===== src/rtl/irq_ctrl.sv =====
// Priority interrupt controller: per-source gateway FSMs, config registers and a
// registered arbiter. Define IRQ_CTRL_EDGE_EN to build the edge-trigger register and edge latches.
module irq_ctrl #(
  parameter int NUM_SRC = 8,
  parameter int PRIO_W  = 3
) (
  input  logic              clk_i,
  input  logic              rst_i,
  input  logic [NUM_SRC-1:0] src_i,
  input  logic              cfg_we_i,
  input  logic [7:0]        cfg_addr_i,
  input  logic [31:0]       cfg_wdata_i,
  output logic [31:0]       cfg_rdata_o,
  input  logic              claim_i,
  input  logic              complete_i,
  input  logic [4:0]        complete_id_i,
  output logic              irq_o,
  output logic [4:0]        irq_id_o,
  output logic [PRIO_W-1:0] irq_prio_o
);

  typedef enum logic [1:0] {IDLE = 2'd0, PENDING = 2'd1, CLAIMED = 2'd2} gw_state_e;

  function automatic logic [31:0] src_mask();
    logic [31:0] m;
    m = 32'd0;
    for (int k = 1; k <= NUM_SRC; k++) m[k] = 1'b1;
    return m;
  endfunction

  localparam logic [31:0] SRC_MASK = src_mask();

  logic [NUM_SRC:1]  src_v;
  gw_state_e         gw_q [1:NUM_SRC];
  gw_state_e         gw_d [1:NUM_SRC];
  logic [31:0]       enable_q, enable_d;
  logic [PRIO_W-1:0] threshold_q, threshold_d;
  logic [PRIO_W-1:0] prio_q [1:NUM_SRC];
  logic [PRIO_W-1:0] prio_d [1:NUM_SRC];
  logic [31:0]       pending_s;
  logic              irq_q, irq_d;
  logic [4:0]        irq_id_q, irq_id_d;
  logic [PRIO_W-1:0] irq_prio_q, irq_prio_d;
`ifdef IRQ_CTRL_EDGE_EN
  logic [31:0]       trigger_q, trigger_d;
  logic [NUM_SRC:1]  prev_src_q;
  logic [NUM_SRC:1]  edge_latch_q, edge_latch_d;
`endif

  assign src_v = src_i;

  always_comb begin
    gw_d = gw_q;
    pending_s = 32'd0;
`ifdef IRQ_CTRL_EDGE_EN
    edge_latch_d = edge_latch_q;
`endif
    for (int k = 1; k <= NUM_SRC; k++) begin
      logic req;
      logic rise;
      pending_s[k] = (gw_q[k] == PENDING);
`ifdef IRQ_CTRL_EDGE_EN
      rise = src_v[k] & ~prev_src_q[k];
      req  = trigger_q[k] ? (rise | edge_latch_q[k]) : src_v[k];
      // An edge arriving while the gateway is busy is remembered once.
      if (trigger_q[k] && rise && gw_q[k] != IDLE) edge_latch_d[k] = 1'b1;
`else
      rise = 1'b0;
      req  = src_v[k] | rise;
`endif
      case (gw_q[k])
        IDLE: begin
          if (req) begin
            gw_d[k] = PENDING;
`ifdef IRQ_CTRL_EDGE_EN
            edge_latch_d[k] = 1'b0;
`endif
          end else begin
            gw_d[k] = IDLE;
          end
        end
        PENDING: gw_d[k] = (claim_i && irq_q && irq_id_q == 5'(k)) ? CLAIMED : PENDING;
        CLAIMED: gw_d[k] = (complete_i && complete_id_i == 5'(k)) ? IDLE : CLAIMED;
        default: gw_d[k] = IDLE;
      endcase
    end
  end

  // Strict '>' keeps the lowest ID on ties and stops priority 0 from ever winning.
  always_comb begin
    logic [PRIO_W-1:0] best;
    irq_d = 1'b0;
    irq_id_d = 5'd0;
    best = threshold_q;
    for (int k = 1; k <= NUM_SRC; k++) begin
      if (gw_q[k] == PENDING && enable_q[k] && prio_q[k] > best) begin
        best = prio_q[k];
        irq_id_d = 5'(k);
        irq_d = 1'b1;
      end
    end
    irq_prio_d = irq_d ? best : {PRIO_W{1'b0}};
  end

  always_comb begin
    enable_d = enable_q;
    threshold_d = threshold_q;
    prio_d = prio_q;
`ifdef IRQ_CTRL_EDGE_EN
    trigger_d = trigger_q;
`endif
    if (cfg_we_i) begin
      case (cfg_addr_i)
        8'h00: enable_d = cfg_wdata_i & SRC_MASK;
        8'h04: threshold_d = cfg_wdata_i[PRIO_W-1:0];
`ifdef IRQ_CTRL_EDGE_EN
        8'h0C: trigger_d = cfg_wdata_i & SRC_MASK;
`endif
        default: begin
          for (int k = 1; k <= NUM_SRC; k++) begin
            if (cfg_addr_i == 8'(16 + 4 * (k - 1))) prio_d[k] = cfg_wdata_i[PRIO_W-1:0];
          end
        end
      endcase
    end
  end

  always_comb begin
    cfg_rdata_o = 32'd0;
    case (cfg_addr_i)
      8'h00: cfg_rdata_o = enable_q;
      8'h04: cfg_rdata_o = 32'(threshold_q);
      8'h08: cfg_rdata_o = pending_s;
`ifdef IRQ_CTRL_EDGE_EN
      8'h0C: cfg_rdata_o = trigger_q;
`endif
      default: begin
        for (int k = 1; k <= NUM_SRC; k++) begin
          if (cfg_addr_i == 8'(16 + 4 * (k - 1))) cfg_rdata_o = 32'(prio_q[k]);
        end
      end
    endcase
  end

  always_ff @(posedge clk_i) begin
    if (rst_i) begin
      for (int k = 1; k <= NUM_SRC; k++) begin
        gw_q[k]   <= IDLE;
        prio_q[k] <= {PRIO_W{1'b0}};
      end
      enable_q    <= 32'd0;
      threshold_q <= {PRIO_W{1'b0}};
      irq_q       <= 1'b0;
      irq_id_q    <= 5'd0;
      irq_prio_q  <= {PRIO_W{1'b0}};
`ifdef IRQ_CTRL_EDGE_EN
      trigger_q    <= 32'd0;
      prev_src_q   <= {NUM_SRC{1'b0}};
      edge_latch_q <= {NUM_SRC{1'b0}};
`endif
    end else begin
      gw_q        <= gw_d;
      prio_q      <= prio_d;
      enable_q    <= enable_d;
      threshold_q <= threshold_d;
      irq_q       <= irq_d;
      irq_id_q    <= irq_id_d;
      irq_prio_q  <= irq_prio_d;
`ifdef IRQ_CTRL_EDGE_EN
      trigger_q    <= trigger_d;
      prev_src_q   <= src_v;
      edge_latch_q <= edge_latch_d;
`endif
    end
  end

  assign irq_o      = irq_q;
  assign irq_id_o   = irq_id_q;
  assign irq_prio_o = irq_prio_q;

endmodule

===== config.mk =====
export PLATFORM = sky130hd
export DESIGN_NAME = irq_ctrl
export DESIGN_NICKNAME = d
export VERILOG_FILES = /design/src/rtl/irq_ctrl.sv
export SDC_FILE = /design/constraint.sdc
export NUM_CORES = 1
export LEC_CHECK = 0
export CAP_MARGIN = 10
export CORE_MARGIN = 4
export CORE_UTILIZATION = 46
export CTS_BUF_LIST = sky130_fd_sc_hd__clkbuf_4 sky130_fd_sc_hd__clkbuf_8 sky130_fd_sc_hd__clkbuf_16
export CTS_CLUSTER_SIZE = 30
export DETAILED_ROUTE_END_ITERATION = 6
export PLACE_DENSITY = 0.81
export SYNTH_ARGS = -nofsm -noshare
export SYNTH_HDL_FRONTEND = slang
export SYNTH_SLANG_ARGS = --single-unit

===== constraint.sdc =====
create_clock -name clk_i -period 11.35 [get_ports clk_i]
set_clock_uncertainty 0.1 [all_clocks]
set_input_delay 2.27 -clock clk_i [delete_from_list [all_inputs] [get_ports clk_i]]
set_output_delay 2.27 -clock clk_i [all_outputs]
set_load 0.03 [all_outputs]

==> impl_metrics.py <==
metrics = {
    "status": {
        "status": "completed",
    },
    "route": {
        "avgViaCountPerCell": 6.115,
        "vias": 4360,
        "routed_wl_um": 12640,
        "drtIter0Drc": 296,
        "ant_nets": 0,
        "remaining_drc_errors": 0,
        "avgRoutedWirePerCell_um": 17.72,
        "drt_pass1_iterations": 5,
    },
    "placement": {
        "hpwl_um": 9377,
        "pre_cts_ws_ns": 0.2321,
        "portBuffers": 51,
        "globalplace.congestion": 0.9421,
        "placedCellCount": 693,
    },
    "die": {
        "start_util": 0.4710,
        "die_w_um": 102.5,
        "num_io_pins": 99,
        "core_sq_um": 8721,
        "rows": 34,
        "die_y_um": 102.5,
        "die_area_sq_um": 10510,
    },
    "global_routing": {
        "grt_pass1_vias": 4092,
        "grt_max_degree": 55,
        "grt_util_all_layers": 0.2385,
        "grt_pass1_wl_um": 19690,
        "grt_overflow_total": 0,
        "antenna_found_initial": 0,
    },
    "flow_run": {
        "drv_cap": 0,
    },
    "power": {
        "power_density_nw_per_um2": 86.56,
        "power.total_uw": 437.2,
        "leakage_nw": 1.924,
        "ir_drop_uv": 90.03,
    },
    "clock_network": {
        "root_buffer": "clkbuf_8",
        "ctsHoldBuffers": 0,
        "clk_pin_slew_worst_paths_ns": 0.08,
        "numCtsBuffers": 9,
        "cts.sinks": 59,
        "cts_tree": "done",
        "worst_skew_pair.late_latency_ns": 0.36,
        "cts_max_level": 3,
        "cts.path.max_buffers": 2,
    },
    "synth": {
        "synth_edf_count": 0,
        "yosys_register_bits": 59,
        "synth_top_area_share": 0.2875,
        "synth_top_cell_by_area": "dfxtp_1",
        "async_reset_ff_frac": 0,
        "syn_area_sq_um": 4108,
        "ys_types": 66,
        "avgSynthCellArea_sq_um": 7.664,
        "netlist_instances": 536,
        "synthTopCellsByArea": "dfxtp_1 (29%), mux2i_1 (7.3%), nor2_1 (6.2%), nand2_1 (5.8%), a21oi_1 (5.2%)",
        "yosys_warnings": 0,
        "ys.flop_type": "dfxtp_1",
        "yosysSeqAreaShare": 0.2875,
    },
    "sta": {
        "relSlewSlack": 0.3620,
        "hold_slack_ns": 0.3634,
        "worst_slack_ns": 0.4165,
        "hold_viol": 0,
        "finalSetupViolCount": 0,
        "finalCritPeriodShare": 0.9633,
        "fin_crit_ns": 10.93,
        "timing.fmax_mhz": 91.46,
        "max_slew.worst_pin.slew_ns": 0.9570,
        "slew_violations": 0,
    },
    "layout": {
        "syn_to_final_growth_pct": 22.97,
        "drive_gt1_frac": 0.1207,
        "num_antenna_cells": 0,
        "final_util": 0.5792,
        "fin_cells": 713,
        "nets": 671,
    },
    "worst_setup_path": {
        "startpoint_type": "register",
        "required_ns": 11.50,
        "endpoint_kind": "register",
        "crit_fanout": 7,
        "critPathBufInv": 7,
        "regToRegStartpoint": "threshold_q[1]$_SDFFE_PP0P_",
        "crit_start": "threshold_q[1]$_SDFFE_PP0P_",
        "critPathTopFamily": "compound AO/OA/AOI/OAI gates",
        "path_class": "reg -> reg",
        "cp.arrival_ns": 11.09,
        "crit_slowest_cell": "dfxtp_4",
        "cpPeakStageDelay_ns": 0.39,
        "path_common_cell": "ha_1",
    },
    "min_path": {
        "min-delay-start": "gw_q[7]$_SDFF_PP0_",
        "min_path_type": "reg -> reg",
    },
}
[state kept, by name, indices dropped and copies added, names as in the netlist]
signal       count
irq_o            1
enable_q         8
threshold_q      3
irq_prio_o       3
prio_q          24
gw_q            16
irq_id_o         4
[layout by cell type (no fill, tap or decap), drive strengths merged, types with 12 or more instances in the layout]
cell type,instances
nor2,68
nand2,63
dfxtp,59
clkdlybuf4s50,50
a21oi,43
nand3,31
mux2i,30
inv,25
conb,24
buf,23
o21ai,14
ha,13
nor3,12
[final cells by class]
class / instances / area [sq um]
fillers: 780 / 3670
multi-input cells: 435 / 2795
flip-flops and latches: 59 / 1185
repair buffers: 73 / 670.6
well taps: 108 / 135.1
clock buffers: 9 / 123.9
inverters: 22 / 82.58
clock inverters: 7 / 58.81
[kinds of logic after synthesis]
logic type / share of synthesized area
AO/OA/AOI/OAI: 0.2163
adder cells (fa/ha/maj): 0.04204
buffers and inverters: 0.08315
flip-flops: 0.2875
multiplexers: 0.08133
other: 0.0009129
AND/OR/NAND/NOR: 0.2888
[metal layers]
| metal | up-vias | track usage | wire length (um) |
|---|---|---|---|
| li1 | 2060 | - | - |
| met1 | 2053 | 0.2960 | 5348 |
| met2 | 202 | 0.3947 | 5973 |
| met3 | 45 | 0.05007 | 808 |
| met4 | 0 | 0.1130 | 504 |
| met5 | - | 0 | 0 |
[worst register-to-register path, delay by kind of cell (launching register included)]
kind | cells | cell delay [ns]
adders and majority gates | 8 | 2.26
DFF | 1 | 0.39
AOI/OAI and AO/OA | 27 | 5.08
buffers and inverters | 7 | 0.77
muxes | 3 | 0.84
and+or+nand+nor | 12 | 1.41
[cells in the mapped netlist, types with 4 or more instances]
| library cell | count |
|---|---|
| a2111oi_0 | 7 |
| a211oi_1 | 4 |
| a21oi_1 | 43 |
| a221oi_1 | 4 |
| a22o_1 | 6 |
| and2_1 | 7 |
| and4b_1 | 4 |
| buf_1 | 4 |
| buf_4 | 24 |
| clkbuf_1 | 14 |
| dfxtp_1 | 59 |
| ha_1 | 13 |
| inv_1 | 22 |
| mux2i_1 | 30 |
| nand2_1 | 63 |
| nand2b_1 | 4 |
| nand3_1 | 31 |
| nand4b_1 | 7 |
| nor2_1 | 68 |
| nor2b_1 | 8 |
| nor3_1 | 12 |
| nor4_1 | 7 |
| o211a_1 | 4 |
| o211ai_1 | 7 |
| o21ai_0 | 13 |
| o22ai_1 | 6 |
[path summary, 6_finish.rpt]
kind | endpoint | slack [ns] | cells after the start
worst max-delay path | irq_prio_o[0]$_SDFF_PP0_ | 0.42 | 57
worst min-delay path | gw_q[6]$_SDFF_PP0_ | 0.36 | 1
worst max register to register | irq_prio_o[0]$_SDFF_PP0_ | 0.42 | 57
worst min register to register | gw_q[6]$_SDFF_PP0_ | 0.36 | 1
[per-stage QoR]
stage | TNS, ns | cell area [sq um]
3_3_place_gp | 0 | 4711
4_1_cts | 0 | 4893
2_1_floorplan | 0 | 4194
3_5_place_dp | 0 | 4711
6_report | 0 | 5051
5_1_grt | -0.3459 | 5051
[repair_timing]
action                                  4_1_cts  5_1_grt
gates resized for setup                       0       23
endpoints found under the hold margin         0        0
endpoints found under the setup margin        0        8
setup buffers                                 0        4
[power by group]
part	switching [mW]	internal (mW)
Combinational	0.0276	0.0153
Sequential	0.00278	0.209
Clock	0.101	0.0820
Note: power is estimated with default switching activity, not from simulation.
